## config.mk

```make
export PLATFORM = sky130hd
export DESIGN_NAME = bin2bcd_display_feeder_flat
export DESIGN_NICKNAME = d
export VERILOG_FILES = /design/src/rtl/bin2bcd_display_feeder_pkg.sv /design/src/rtl/bin2bcd_display_feeder_if.sv /design/src/rtl/bin2bcd_display_feeder_bcd_digit_adj3.sv /design/src/rtl/bin2bcd_display_feeder.sv /design/src/flat_wrapper.sv
export SDC_FILE = /design/constraint.sdc
export NUM_CORES = 1
export LEC_CHECK = 0
export ABC_CLOCK_PERIOD_IN_PS = 5900
export CORE_MARGIN = 1.5
export CORE_UTILIZATION = 25
export CTS_BUF_LIST = sky130_fd_sc_hd__clkbuf_8
export DETAILED_ROUTE_END_ITERATION = 16
export GPL_ROUTABILITY_DRIVEN = 0
export REMOVE_ABC_BUFFERS = 1
export SLEW_MARGIN = 20
export SYNTH_ARGS = -nofsm -noshare
export SYNTH_HDL_FRONTEND = slang
export SYNTH_SLANG_ARGS = --single-unit
```

## constraint.sdc

```tcl
create_clock -name CLK -period 5.9 [get_ports CLK]
set_input_delay 0.885 -clock CLK [delete_from_list [all_inputs] [get_ports CLK]]
set_output_delay 0.885 -clock CLK [all_outputs]
set_load 0.02 [all_outputs]
```

## src/rtl/bin2bcd_display_feeder_pkg.sv

```systemverilog
// Shared definitions for the binary-to-BCD display feeder: FSM encoding and
// conversion limits.
package bin2bcd_display_feeder_pkg;

    typedef enum logic [1:0] {
        IDLE  = 2'd0,
        LOAD  = 2'd1,
        SHIFT = 2'd2,
        DONE  = 2'd3
    } state_t;

    // Largest value four BCD digits can show.
    localparam int BCD_MAX = 9999;

    // 100 ms between automatic samples at 50 MHz.
    localparam int SAMPLE_DIV_DEFAULT = 5000000;

endpackage

```

## src/rtl/bin2bcd_display_feeder_if.sv

```systemverilog
// Request/result bundle between a debug-value source and the BCD display feeder.
interface bin2bcd_display_feeder_if #(
    parameter int BIN_W = 14
);
    logic [BIN_W-1:0] Bin_Value;
    logic             Start_Sig;
    logic             Auto_En;
    logic [15:0]      Number_Sig;
    logic             Busy_Sig;
    logic             Done_Sig;
    logic             Ovf_Sig;

    modport master (
        output Bin_Value, Start_Sig, Auto_En,
        input  Number_Sig, Busy_Sig, Done_Sig, Ovf_Sig
    );

    modport slave (
        input  Bin_Value, Start_Sig, Auto_En,
        output Number_Sig, Busy_Sig, Done_Sig, Ovf_Sig
    );
endinterface

```

## src/rtl/bin2bcd_display_feeder_bcd_digit_adj3.sv

```systemverilog
// Double-dabble digit corrector: adds 3 to a BCD digit of 5 or more so the
// following left shift carries correctly into the next digit.
module bcd_digit_adj3 (
    input  logic [3:0] digit_i,
    output logic [3:0] digit_o
);
    always_comb begin
        digit_o = digit_i;
        if (digit_i >= 4'd5) begin
            digit_o = digit_i + 4'd3;
        end
    end
endmodule

```

## src/rtl/bin2bcd_display_feeder.sv

```systemverilog
// Samples a binary debug value on request or periodic tick, converts it to
// four packed BCD digits by shift-and-add-3, and updates the display word atomically.
module bin2bcd_display_feeder
    import bin2bcd_display_feeder_pkg::*;
#(
    parameter int BIN_W      = 14,
    parameter int SAMPLE_DIV = SAMPLE_DIV_DEFAULT
) (
    input logic                     CLK,
    input logic                     RSTn,
    bin2bcd_display_feeder_if.slave bus
);
    localparam int                CNT_W     = $clog2(BIN_W + 1);
    localparam int                TICK_W    = (SAMPLE_DIV > 1) ? $clog2(SAMPLE_DIV) : 1;
    localparam logic [TICK_W-1:0] TICK_LAST = TICK_W'(SAMPLE_DIV - 1);
    localparam logic [BIN_W-1:0]  SAT_VALUE = BIN_W'(BCD_MAX);
    localparam logic [CNT_W-1:0]  CNT_INIT  = CNT_W'(BIN_W);

    state_t            state_q, state_d;
    logic [TICK_W-1:0] tick_cnt_q, tick_cnt_d;
    logic              pending_q, pending_d;
    logic [CNT_W-1:0]  bit_cnt_q, bit_cnt_d;
    logic              ovf_q, ovf_d;
    logic [15:0]       number_q, number_d;
    logic              ovf_out_q, ovf_out_d;
    logic [BIN_W-1:0]  bin_q, bin_d;
    logic [15:0]       bcd_q, bcd_d;

    logic              tick;
    logic              new_req;
    logic [16:0]       bin_ext;
    logic [15:0]       bcd_adj;
    logic [15:0]       bcd_shift;
    logic [BIN_W-1:0]  bin_shift;

    // Periodic sample tick; held at zero while automatic sampling is off.
    always_comb begin
        tick       = 1'b0;
        tick_cnt_d = '0;
        if (bus.Auto_En) begin
            if (tick_cnt_q == TICK_LAST) begin
                tick = 1'b1;
            end else begin
                tick_cnt_d = tick_cnt_q + TICK_W'(1);
            end
        end
    end

    assign new_req = bus.Start_Sig | tick;
    assign bin_ext = 17'(bus.Bin_Value);

    for (genvar g = 0; g < 4; g++) begin : g_adj
        bcd_digit_adj3 u_adj (
            .digit_i (bcd_q[4*g +: 4]),
            .digit_o (bcd_adj[4*g +: 4])
        );
    end

    assign bcd_shift = {bcd_adj[14:0], bin_q[BIN_W-1]};
    assign bin_shift = {bin_q[BIN_W-2:0], 1'b0};

    always_comb begin
        state_d   = state_q;
        pending_d = pending_q;
        bit_cnt_d = bit_cnt_q;
        ovf_d     = ovf_q;
        number_d  = number_q;
        ovf_out_d = ovf_out_q;
        bin_d     = bin_q;
        bcd_d     = bcd_q;

        case (state_q)
            IDLE: begin
                if (new_req || pending_q) begin
                    state_d   = LOAD;
                    pending_d = 1'b0;
                end
            end
            LOAD: begin
                if (bin_ext > 17'(BCD_MAX)) begin
                    bin_d = SAT_VALUE;
                    ovf_d = 1'b1;
                end else begin
                    bin_d = bus.Bin_Value;
                    ovf_d = 1'b0;
                end
                bcd_d     = '0;
                bit_cnt_d = CNT_INIT;
                pending_d = pending_q | new_req;
                state_d   = SHIFT;
            end
            SHIFT: begin
                bcd_d     = bcd_shift;
                bin_d     = bin_shift;
                // A bit pushed out of the thousands digit means the value outran four digits.
                ovf_d     = ovf_q | bcd_adj[15];
                bit_cnt_d = bit_cnt_q - CNT_W'(1);
                pending_d = pending_q | new_req;
                if (bit_cnt_q == CNT_W'(1)) begin
                    // Publish on the edge into DONE so Number_Sig is valid alongside Done_Sig.
                    number_d  = bcd_shift;
                    ovf_out_d = ovf_q | bcd_adj[15];
                    state_d   = DONE;
                end
            end
            DONE: begin
                pending_d = pending_q | new_req;
                state_d   = IDLE;
            end
            default: begin
                state_d = IDLE;
            end
        endcase
    end

    always_ff @(posedge CLK or negedge RSTn) begin
        if (!RSTn) begin
            state_q    <= IDLE;
            tick_cnt_q <= '0;
            pending_q  <= 1'b0;
            bit_cnt_q  <= '0;
            ovf_q      <= 1'b0;
            number_q   <= '0;
            ovf_out_q  <= 1'b0;
        end else begin
            state_q    <= state_d;
            tick_cnt_q <= tick_cnt_d;
            pending_q  <= pending_d;
            bit_cnt_q  <= bit_cnt_d;
            ovf_q      <= ovf_d;
            number_q   <= number_d;
            ovf_out_q  <= ovf_out_d;
        end
    end

    // Working registers are always reloaded in LOAD before use.
    always_ff @(posedge CLK) begin
        bin_q <= bin_d;
        bcd_q <= bcd_d;
    end

    assign bus.Number_Sig = number_q;
    assign bus.Ovf_Sig    = ovf_out_q;
    assign bus.Busy_Sig   = (state_q != IDLE);
    assign bus.Done_Sig   = (state_q == DONE);

endmodule

```

## src/flat_wrapper.sv

```systemverilog
// flat-port wrapper written by rule: the top's interface ports become plain ports
module bin2bcd_display_feeder_flat import bin2bcd_display_feeder_pkg::*;
#(
    parameter int BIN_W      = 14,
    parameter int SAMPLE_DIV = SAMPLE_DIV_DEFAULT
)
  (CLK, RSTn, bus_Bin_Value, bus_Start_Sig, bus_Auto_En, bus_Number_Sig, bus_Busy_Sig, bus_Done_Sig, bus_Ovf_Sig);
  bin2bcd_display_feeder_if #(.BIN_W(BIN_W)) bus_i ();
  input logic CLK;
  input logic RSTn;
  input wire logic [$bits(bus_i.Bin_Value)-1:0] bus_Bin_Value;
  input wire logic [$bits(bus_i.Start_Sig)-1:0] bus_Start_Sig;
  input wire logic [$bits(bus_i.Auto_En)-1:0] bus_Auto_En;
  output wire logic [$bits(bus_i.Number_Sig)-1:0] bus_Number_Sig;
  output wire logic [$bits(bus_i.Busy_Sig)-1:0] bus_Busy_Sig;
  output wire logic [$bits(bus_i.Done_Sig)-1:0] bus_Done_Sig;
  output wire logic [$bits(bus_i.Ovf_Sig)-1:0] bus_Ovf_Sig;
  assign bus_i.Bin_Value = bus_Bin_Value;
  assign bus_i.Start_Sig = bus_Start_Sig;
  assign bus_i.Auto_En = bus_Auto_En;
  assign bus_Number_Sig = bus_i.Number_Sig;
  assign bus_Busy_Sig = bus_i.Busy_Sig;
  assign bus_Done_Sig = bus_i.Done_Sig;
  assign bus_Ovf_Sig = bus_i.Ovf_Sig;
  bin2bcd_display_feeder #(.BIN_W(BIN_W), .SAMPLE_DIV(SAMPLE_DIV)) u_core (.CLK(CLK), .RSTn(RSTn), .bus(bus_i));
endmodule
```

Yosys cells after proc, flatten, opt, wreduce, memory -nomap -nowiden
Index checks and enable logic that the tools add are counted.
- bits in registers: 78
- latch bits: 0
- memory bits (writable): 0
- bits in read-only memories: 0
- input port bits: 18
- output and inout port bits: 19
- word-level logic and storage cells: 56
- memories kept: 0
- add/subtract/negate cells: 6
- multiply operators: 0
- divide/modulo/power cells: 0
- magnitude comparators: 5
- equality and inequality tests: 7
- shift-type cells: 0
- multiplexer cells: 19
- bitwise logic cells: 3
- reductions and logical operators: 7
- operators with widths (kind ; count):
    $mux 23 ; 2
    $pmux 16 s2 ; 1
    $pmux 14 s2 ; 1
    $add 23x1->23 const B ; 1
    $eq 23x23->1 const B ; 1
    $add 4x2->4 const B ; 4
    $ge 4x3->1 const B ; 4
    $mux 4 ; 4
    $gt 14x14->1 const B ; 1
    $mux 14 ; 1
    $pmux 2 s4 ; 1
    $pmux 4 s2 ; 1
    $eq 2x2->1 const B ; 2
    $eq 4x1->1 const B ; 1
    $mux 1 ; 4
    $mux 2 ; 2
    $ne 2x1->1 const B ; 2
    $pmux 1 s2 ; 2
    $reduce_and 2->1 ; 2
    $reduce_bool 2->1 ; 2
    $sub 4x1->4 const B ; 1
    $or 1x1->1 ; 3
    $reduce_or 3->1 ; 1
    $eq 2x1->1 const B ; 1
    2 further kinds ; 2

Longest topological paths before layout
Gate-level depths: netlist (run 1).
- word-level depth: 7
- gate-level depth with buffers: 7
- mapped depth without buffers: 6

Cells and area by module
Synthesis (run 1) repeated with hierarchy kept, for this count alone.
- cell total of the unflattened synthesis: 364
- area, all modules: 4023.9 µm²
- modules (own cells, without submodules) (module ; times used ; cells each ; area each (µm²) ; seq. area each (µm²)):
    bin2bcd_display_feeder ; 1 ; 300 ; 3618.5 ; 2102.0
    bcd_digit_adj3 ; 4 ; 16 ; 101.3 ; 0.0

Worst setup path before layout (run 1)
OpenSTA, ideal clock, no wires.
- path type: flip-flop to flip-flop
- from: register u_core.state_q[1]
- to: register u_core.bit_cnt_q[3]
- setup time: 136 ps
- arrival time: 1910 ps
- required time: 5764 ps
- slack: 3853 ps
- cell stages (with the launch flop): 7
- buffers on the path: 1
- clock period less this slack: 2047 ps
- path through: dfrtp_1 inv_1 ha_1 clkbuf_1 nand3_1 o21ai_0 a21oi_1
- longest elaborated chain between the ends: 2
- elaborated cells on any way between the ends: 4
- those cells by class: eq/ne (2); mux (1); reduce/logical (1)
- RTL lines (element ; RTL line ; source):
    start: declaration ; bin2bcd_display_feeder.sv:19 ; state_t state_q, state_d;
    start signal: assignment ; bin2bcd_display_feeder.sv:126 ; state_q <= state_d;
    $eq 2x2->1 / $eq 2x1->1 (equally long branches) ; bin2bcd_display_feeder.sv:72 ; case (state_q)
    $pmux 4 s2 / $reduce_bool 2->1 (equally long branches) ; -- ;
    end signal: assignment ; bin2bcd_display_feeder.sv:129 ; bit_cnt_q <= bit_cnt_d;
    end: declaration ; bin2bcd_display_feeder.sv:22 ; logic [CNT_W-1:0] bit_cnt_q, bit_cnt_d;
Parallel ways exist; a longest one is shown, timed or not.
A chain may end at the register's enable or synchronous reset.

Worst setup path after layout (run 1)
- from: register u_core.state_q[1]
- to: output port bus_Busy_Sig
- longest elaborated chain between the ends: 1
- RTL lines (element ; RTL line ; source):
    $reduce_bool 2->1 ; bin2bcd_display_feeder.sv:144 ; assign bus.Busy_Sig = (state_q != IDLE);
    end: declaration ; flat_wrapper.sv:15 ; output wire logic [$bits(bus_i.Busy_Sig)-1:0] bus_Busy_Sig;
No other way between the ends.

==> results of run 1 <==
-- area by class of cell --
type                    count  area (um^2)
fillers                  1584        10560
flip-flops and latches     78         2102
multi-input cells         267         1668
repair buffers             39        390.4
well taps                 188        235.2
clock buffers               9        123.9
clock inverters             7        66.31
inverters                  16        60.06
-- per-stage QoR --
step | cell area, um^2 | worst slack, ns | cells
after floorplan | 3830 | 3.834 | 361
after detailed placement | 4456 | 3.262 | 588
after global routing | 4646 | 3.006 | 604
after CTS | 4646 | 3.104 | 604
after global placement | 4436 | 3.317 | 587
final | 4646 | 3.148 | 604
-- final timing paths --
check / to / slack [ns] / startpoint / cells after the start
hold reg to reg: u_core.bus.Number_Sig[9] / 0.49 / u_core.bus.Number_Sig[9] / 2
setup reg to reg: u_core.bus.Number_Sig[0] / 3.33 / u_core.state_q[0] / 4
max in group asynchronous: u_core.tick_cnt_q[0] / 4.86 / RSTn / 2
min in group asynchronous: u_core.tick_cnt_q[15] / 0.50 / RSTn / 1
hold / removal: u_core.bus.Number_Sig[9] / 0.49 / u_core.bus.Number_Sig[9] / 2
setup / recovery: bus_Busy_Sig / 3.15 / u_core.state_q[1] / 4
-- kinds of logic (layout without fill, tap and decap cells) --
family | after synthesis | count (layout) | synth area share [%]
simple gates | 149 | 149 | 19.74
compound gates | 80 | 80 | 12.67
flops | 78 | 78 | 54.00
buf+inv | 30 | 71 | 3.150
fa+ha+maj | 15 | 15 | 4.822
xor+xnor | 15 | 15 | 3.375
mux | 8 | 8 | 2.250
-- layout by cell type (no fill, tap or decap), drive strengths merged, types with 2 or more instances in the layout --
cell type | netlist | layout
dfrtp | 48 | 48
nor2 | 44 | 44
nand2 | 35 | 35
clkdlybuf4s50 | 0 | 35
o21ai | 32 | 32
edfxtp | 30 | 30
a21oi | 22 | 22
inv | 16 | 18
ha | 15 | 15
nand3 | 13 | 13
nand4 | 10 | 10
xnor2 | 9 | 9
nor3b | 9 | 9
clkbuf | 9 | 9
and2 | 8 | 8
xor2 | 6 | 6
a2bb2oi | 6 | 6
mux2 | 6 | 6
nor4 | 5 | 5
o31ai | 5 | 5
or3 | 4 | 4
nor3 | 4 | 4
a31o | 4 | 4
nand2b | 4 | 4
or4 | 4 | 4
clkinv | 0 | 4
buf | 5 | 4
and4 | 3 | 3
nor4b | 3 | 3
nor2b | 2 | 2
mux2i | 2 | 2
o2111ai | 2 | 2
o311ai | 2 | 2
-- power by group --
group,switching (uW),leakage [uW],internal (uW)
sequential,93.4,0.000915,794
combinational,443,0.000782,291
clock,204,0.000105,194
-- state kept, by name, summed over array words and instances, names as in the netlist --
signal	count
u_core.tick_cnt_q	23
u_core.bcd_q	16
u_core.bus.Number_Sig	16
u_core.bin_q	14
u_core.bit_cnt_q	4
u_core.state_q	2
u_core.bus.Ovf_Sig	1
u_core.ovf_q	1
u_core.pending_q	1
-- worst min-delay path: stages, from the launching register on --
cell and delay [ns]:
dfrtp_1 0.35, nand2_1 0.05, o21ai_0 0.06
-- metal layers --
layer	vias to the layer above	part of all wire [%]	track usage, %
met5	-	0	0
met3	12	4.8	3.422
li1	1421	-	-
met4	0	1.8	4.230
met1	1421	46	13.24
met2	68	48	17.84
==> flow_summary.yaml, run 1 <==
status:
  run_status: "completed"
logic_synthesis:
  ys_top_cells_by_count: "dfrtp_1 (48), nor2_1 (44), nand2_1 (35)"
  dominantRegCellSynth: "dfrtp_1"
  synth_edf_count: 30
  ys_types: 48
  synth_area_um2: 3892
  synth_cells: 375
  ys_seq_area_share_pct: 54.00
  yosysWarnings: 0
  synth_top_area_share_pct: 30.86
  synthArstFlopShare_pct: 61.54
  ys_seq_elements: 78
  yosysTopAreaCell: "dfrtp_1"
  syn_area_per_cell_um2: 10.38
  synth_most_common_cell: "dfrtp_1"
  ys_top_cells_by_area: "dfrtp_1 (31%), edfxtp_1 (23%), ha_1 (4.8%)"
global_route:
  overflow: 0
  antenna_found_initial: 0
  grt_pass1_vias: 2844
  grt_usage_pct: 10.84
  grt_max_degree: 42
  grt_first_pass_wirelength_um: 14010
floorplan:
  rows: 45
  fp.dieW_um: 127.8
  die-area_um2: 16330
  start_util_pct: 25.60
  coreArea_um2: 15200
  die_y_um: 127.8
  io_pins: 37
sta:
  fin_skew_ns: 0.01156
  grt_setup_unrepaired: "no"
  slew_viol_final: 0
  finalCritPeriodShare_pct: 46.65
  hold_viol: 0
  finalSetupViolCount: 0
  max_freq_mhz: 363.4
  worst_slew_pin_slew_ns: 0.8840
  timing.slew.headroom_pct: 40.92
  min_period_ns: 2.752
  fin_hold_ws_ns: 0.4883
  fin_setup_tns_ns: 0
power_and_ir_drop:
  p_per_area_nw_per_um2: 434.5
  leakage_uw: 0.001801
  ir_drop_v: 0.0001736
  power_uw: 2018
clock_network:
  htree_num_levels: 3
  postCtsSetupBuffers: 0
  cts_hold_buf: 0
  path_clk_slew_ns: 0.09
  numCtsBuffers: 9
  clockRootBuffer: "clkbuf_8"
  clockBufferDepth: 2
  worstSkewPairLatency_ns: 0.36
  clock-sinks: 78
  cts_resized: 0
  cts_tree: "done"
placed_design:
  port_buffers: 36
  hpwl_um: 5805
worst_setup_path:
  crit_chain: "inv_1 -> ha_1 -> inv_1 -> clkdlybuf4s50_1"
  cp_slowest_cell: "clkdlybuf4s50_1"
  path_common_cell: "inv_1"
  cp-end-kind: "output port"
  crit_path_start_kind: "flip-flop"
  worstPathRequired_ns: 5.02
  timing.critical_path.buf_inv: 3
  arrival_ns: 1.87
  crit_path_max_incr_delay_ns: 0.62
  crit_fanout: 5
  critical_path_class: "reg2out"
  path_delay_family: "buffers and inverters"
hold_path:
  hp-class: "reg2reg"
cells_and_area:
  fin_util_pct: 30.56
  area_growth_pct: 19.35
  fin_nets: 444
  final_layout_size_suffix_gt1_share_pct: 8.173
  num_antenna_cells: 0
routing:
  drt-wirelength-per-cell_um: 13.88
  vias: 2922
  route.detailed.drc: 0
  detail-route-antenna-nets: 0
  drt_iter0_drc: 203
  dr.pass1.iters: 4
  vias_per_cell: 4.838
  totalWireLength_um: 8386
flow_run:
  cap_viol_max_count: 0
No activity file was read; power rests on OpenSTA's default activity.
==> inputs of run 2 (changes only) <==
--- a/config.mk
+++ b/config.mk
@@ -5,7 +5,7 @@
 export SDC_FILE = /design/constraint.sdc
 export NUM_CORES = 1
 export LEC_CHECK = 0
-export ABC_CLOCK_PERIOD_IN_PS = 5900
+export ABC_CLOCK_PERIOD_IN_PS = 2200
 export CORE_MARGIN = 1.5
 export CORE_UTILIZATION = 25
 export CTS_BUF_LIST = sky130_fd_sc_hd__clkbuf_8
==> constraint.sdc (replaced) <==
create_clock -name CLK -period 2.2 [get_ports CLK]
set_input_delay 0.33 -clock CLK [delete_from_list [all_inputs] [get_ports CLK]]
set_output_delay 0.33 -clock CLK [all_outputs]
set_load 0.02 [all_outputs]
==> flow_summary.yaml, run 2 (synthesized netlist as in run 1, its figures left out) <==
clock_network:
  worstSkewPairLatency_ns: 0.35
  numCtsBuffers: 9
  clockBufferDepth: 2
  cts_tree: "done"
  clock-sinks: 78
  postCtsSetupBuffers: 0
  path_clk_slew_ns: 0.08
  htree_num_levels: 3
  clockRootBuffer: "clkbuf_8"
sta:
  worst_slew_pin_slew_ns: 0.5172
  timing.slew.headroom_pct: 65.52
  finalCritPeriodShare_pct: 87.77
  slew_viol_final: 0
  fin_skew_ns: 0.009740
  finalSetupViolCount: 0
  max_freq_mhz: 517.9
  fin_hold_ws_ns: 0.4781
  fin_setup_tns_ns: 0
  min_period_ns: 1.931
  hold_viol: 0
  grt_setup_unrepaired: "no"
worst_setup_path:
  cp-end-kind: "output port"
  timing.critical_path.buf_inv: 3
  cp_slowest_cell: "dfrtp_1"
  critical_path_class: "reg2out"
  arrival_ns: 1.60
  worstPathRequired_ns: 1.87
  path_delay_family: "buffers and inverters"
  crit_path_start_kind: "flip-flop"
  path_common_cell: "inv_1"
  crit_fanout: 5
  crit_path_max_incr_delay_ns: 0.43
  crit_chain: "inv_1 -> ha_1 -> inv_1 -> dlygate4sd2_1"
global_route:
  grt_pass1_vias: 2883
  grt_first_pass_wirelength_um: 14120
  overflow: 0
  grt_max_degree: 29
  antenna_found_initial: 0
  grt_usage_pct: 10.77
cells_and_area:
  top_register: "u_core.tick_cnt_q"
  area_growth_pct: 21.38
  fin_nets: 452
  stdcell_count: 612
  final_layout_size_suffix_gt1_share_pct: 9.670
  num_antenna_cells: 0
  layout_commonest_cell: "dfrtp_1"
  largest_reg_flops: 23
  postLayoutCellArea_um2: 4725
  most-common-layout-cells: "dfrtp_1 (48), nor2_1 (44), nand2_1 (35)"
status:
  run_status: "completed"
routing:
  route.detailed.drc: 0
  totalWireLength_um: 8204
  drt_iter0_drc: 186
  vias_per_cell: 4.771
  vias: 2920
  dr.pass1.iters: 4
  detail-route-antenna-nets: 0
  drt-wirelength-per-cell_um: 13.41
hold_path:
  hp-class: "reg2reg"
placed_design:
  placed_cells: 595
  dpl-instance-area_um2: 4508
  hpwl_um: 5968
  port_buffers: 36
floorplan:
  die_y_um: 127.8
  io_pins: 37
  die-area_um2: 16330
  coreArea_um2: 15200
  start_util_pct: 25.60
  fp.dieW_um: 127.8
  rows: 45
power_and_ir_drop:
  p_per_area_nw_per_um2: 1163
  ir_drop_v: 0.0005627
  leakage_uw: 0.001843
flow_run:
  cap_viol_max_count: 0
run 2: path summary, 6_finish.rpt:
path / cells after the start / slack, ns / startpoint / endpoint
setup / recovery: 4 / 0.27 / u_core.state_q[1] / bus_Busy_Sig
hold / removal: 2 / 0.48 / u_core.bus.Number_Sig[15] / u_core.bus.Number_Sig[15]
setup reg to reg: 4 / 0.33 / u_core.tick_cnt_q[12] / u_core.state_q[0]
hold reg to reg: 2 / 0.48 / u_core.bus.Number_Sig[15] / u_core.bus.Number_Sig[15]
max in group asynchronous: 3 / 1.18 / RSTn / u_core.bit_cnt_q[0]
min in group asynchronous: 2 / 0.49 / RSTn / u_core.tick_cnt_q[22]
run 2: power by group:
| group | switching, uW | internal, uW | leakage (uW) | total [uW] |
|---|---|---|---|---|
| logic | 1200 | 818 | 0.000821 | 2020 |
| clock network | 530 | 587 | 0.000107 | 1120 |
| registers | 238 | 2120 | 0.000915 | 2360 |
run 2: worst register-to-register path: cells and delay by family, from the launching register on:
kind / cells / cell delay [ns]
AO/OA/AOI/OAI: 2 / 0.63
flip-flops: 1 / 0.46
AND/OR/NAND/NOR: 2 / 0.67
run 2: area by class of cell:
cell class	instances	area (um^2)
timing repair buffer	47	451.7
multi-input combinational	267	1668
fill	1569	10480
inverter	16	60.06
clock inverter	5	56.30
tap	188	235.2
sequential	78	2102
clock buffer	11	151.4
run 2: layer usage:
layer	up-vias	track usage, %	routed length [um]
li1	1442	-	-
met3	7	3.047	314
met2	47	17.77	3929
met5	-	0	0
met4	0	3.305	78
met1	1424	13.70	3883
run 2: through the flow:
stage          util, %  power, uW  setup WS (ns)
3_3_place_gp     29.65       4350         0.2704
3_5_place_dp     29.65       4451         0.2041
6_report         31.08       5496         0.2690
4_1_cts          31.08       5590         0.2415
5_1_grt          31.08       5911         0.1535
2_1_floorplan        -       3743         0.1337
run 2: timing repair:
action	4_1_cts	5_1_grt
endpoints found under the hold margin	21	0
hold buffers	1	0
gates resized for setup	1	0
setup endpoints to repair	1	0
==> inputs of run 3 (changes only) <==
--- a/config.mk
+++ b/config.mk
@@ -11,7 +11,9 @@
 export CTS_BUF_LIST = sky130_fd_sc_hd__clkbuf_8
 export DETAILED_ROUTE_END_ITERATION = 16
 export GPL_ROUTABILITY_DRIVEN = 0
+export MAX_ROUTING_LAYER = met4
 export REMOVE_ABC_BUFFERS = 1
+export SKIP_LAST_GASP = 1
 export SLEW_MARGIN = 20
 export SYNTH_ARGS = -nofsm -noshare
 export SYNTH_HDL_FRONTEND = slang
==> flow_summary.yaml, run 3 (synthesized netlist as in run 1, its figures left out) <==
worst_setup_path:
  r2r_end: "u_core.state_q[0]"
  critical_path_class: "reg2out"
  path_common_cell: "inv_1"
  cp_slowest_cell: "dfrtp_1"
  reg2reg_depth: 4
  crit_fanout: 5
  worstPathRequired_ns: 1.87
  cp-end-kind: "output port"
  crit_path_max_incr_delay_ns: 0.43
  reg2reg_from: "u_core.tick_cnt_q[12]"
  timing.critical_path.buf_inv: 3
  arrival_ns: 1.60
  path_delay_family: "buffers and inverters"
  reg2reg_slack_ns: 0.33
  crit_chain: "inv_1 -> ha_1 -> inv_1 -> dlygate4sd2_1"
  crit_path_start_kind: "flip-flop"
floorplan:
  fp.dieW_um: 127.8
  rows: 45
  start_util_pct: 25.60
  coreArea_um2: 15200
  die-area_um2: 16330
  io_pins: 37
  die_y_um: 127.8
power_and_ir_drop:
  power_uw: 5495
  ir_drop_v: 0.0005616
  leakage_uw: 0.001843
  p_per_area_nw_per_um2: 1163
sta:
  min_period_ns: 1.931
  max_freq_mhz: 517.8
  finalCritPeriodShare_pct: 87.79
  timing.slew.headroom_pct: 65.38
  hold_viol: 0
  grt_setup_unrepaired: "no"
  fin_hold_ws_ns: 0.4776
  fin_skew_ns: 0.01013
  fin_setup_tns_ns: 0
  finalSetupViolCount: 0
  worst_slew_pin_slew_ns: 0.5192
  slew_viol_final: 0
cells_and_area:
  layout_commonest_cell: "dfrtp_1"
  area_growth_pct: 21.38
  top_register: "u_core.tick_cnt_q"
  largest_reg_flops: 23
  num_antenna_cells: 0
  most-common-layout-cells: "dfrtp_1 (48), nor2_1 (44), nand2_1 (35)"
  fin_nets: 452
  nFillCells: 1569
  fin_util_pct: 31.08
  final_layout_size_suffix_gt1_share_pct: 9.670
hold_path:
  hold_depth: 2
  hold_path.startpoint: "u_core.bus.Number_Sig[15]"
  holdPathEnd: "u_core.bus.Number_Sig[15]"
  hp-class: "reg2reg"
global_route:
  grt_usage_pct: 11.08
  grt_first_pass_wirelength_um: 14120
  grt_max_degree: 29
  antenna_found_initial: 0
  overflow: 0
  grt_pass1_vias: 2872
routing:
  vias_per_cell: 4.760
  vias: 2913
  dr.pass1.iters: 6
  totalWireLength_um: 8193
  detail-route-antenna-nets: 0
  route.detailed.drc: 0
  drt-wirelength-per-cell_um: 13.39
  drt_iter0_drc: 213
clock_network:
  postCtsSetupBuffers: 0
  clockBufferDepth: 2
  worstSkewPairLatency_ns: 0.35
  htree_num_levels: 3
  clockRootBuffer: "clkbuf_8"
  numCtsBuffers: 9
  clock-sinks: 78
  path_clk_slew_ns: 0.08
  cts_tree: "done"
placed_design:
  hpwl_um: 5968
  port_buffers: 36
flow_run:
  cap_viol_max_count: 0
status:
  run_status: "completed"
[run 3: repair_timing]
action / in CTS / in global routing
setup endpoints to repair: 1 / 0
hold endpoints to repair: 21 / 0
hold buffers: 1 / 0
gates resized for setup: 1 / 0
[run 3: power by group]
group          switching (uW)  internal, uW
Sequential                237          2120
Combinational            1200           818
Clock                     530           587
[run 3: worst max path at each step]
stage	end	cells past startpoint	startpoint	slack [ns]
floorplan	u_core.bus.Number_Sig[0]	4	u_core.state_q[0]	0.13
CTS	bus_Done_Sig	2	u_core.state_q[1]	0.24
finish	bus_Busy_Sig	4	u_core.state_q[1]	0.27
detailed placement	u_core.bin_q[7]	5	bus_Bin_Value[8]	0.20
global placement	u_core.bin_q[7]	5	bus_Bin_Value[9]	0.27
global route	bus_Done_Sig	2	u_core.state_q[1]	0.15
[run 3: layout make-up]
class | instances | area [um^2] | share of cell area (%)
flip-flops and latches | 78 | 2102 | 44.49
multi-input cells | 267 | 1668 | 35.30
repair buffers | 47 | 451.7 | 9.560
well taps | 188 | 235.2 | 4.979
clock buffers | 11 | 151.4 | 3.204
inverters | 16 | 60.06 | 1.271
clock inverters | 5 | 56.30 | 1.192
[run 3: metrics by stage]
stage	setup slack [ns]	instances	area, um^2
6_report	0.2686	612	4725
5_1_grt	0.1536	612	4725
4_1_cts	0.2415	612	4725
3_5_place_dp	0.2041	595	4508
3_3_place_gp	0.2704	595	4508
2_1_floorplan	0.1337	361	3830
[run 3: layer usage]
layer | vias up | global-route usage (%) | share of wire, %
li1 | 1443 | - | -
met1 | 1418 | 13.67 | 47
met2 | 43 | 17.77 | 48
met3 | 9 | 3.047 | 3.7
met4 | 0 | 3.305 | 1.1
met5 | - | - | 0
[run 3: worst reg2reg max path: cells and delay by family (launching register included)]
| family | cells | cell delay [ns] |
|---|---|---|
| AND/OR/NAND/NOR | 2 | 0.67 |
| flip-flops | 1 | 0.46 |
| AO/OA/AOI/OAI | 2 | 0.63 |
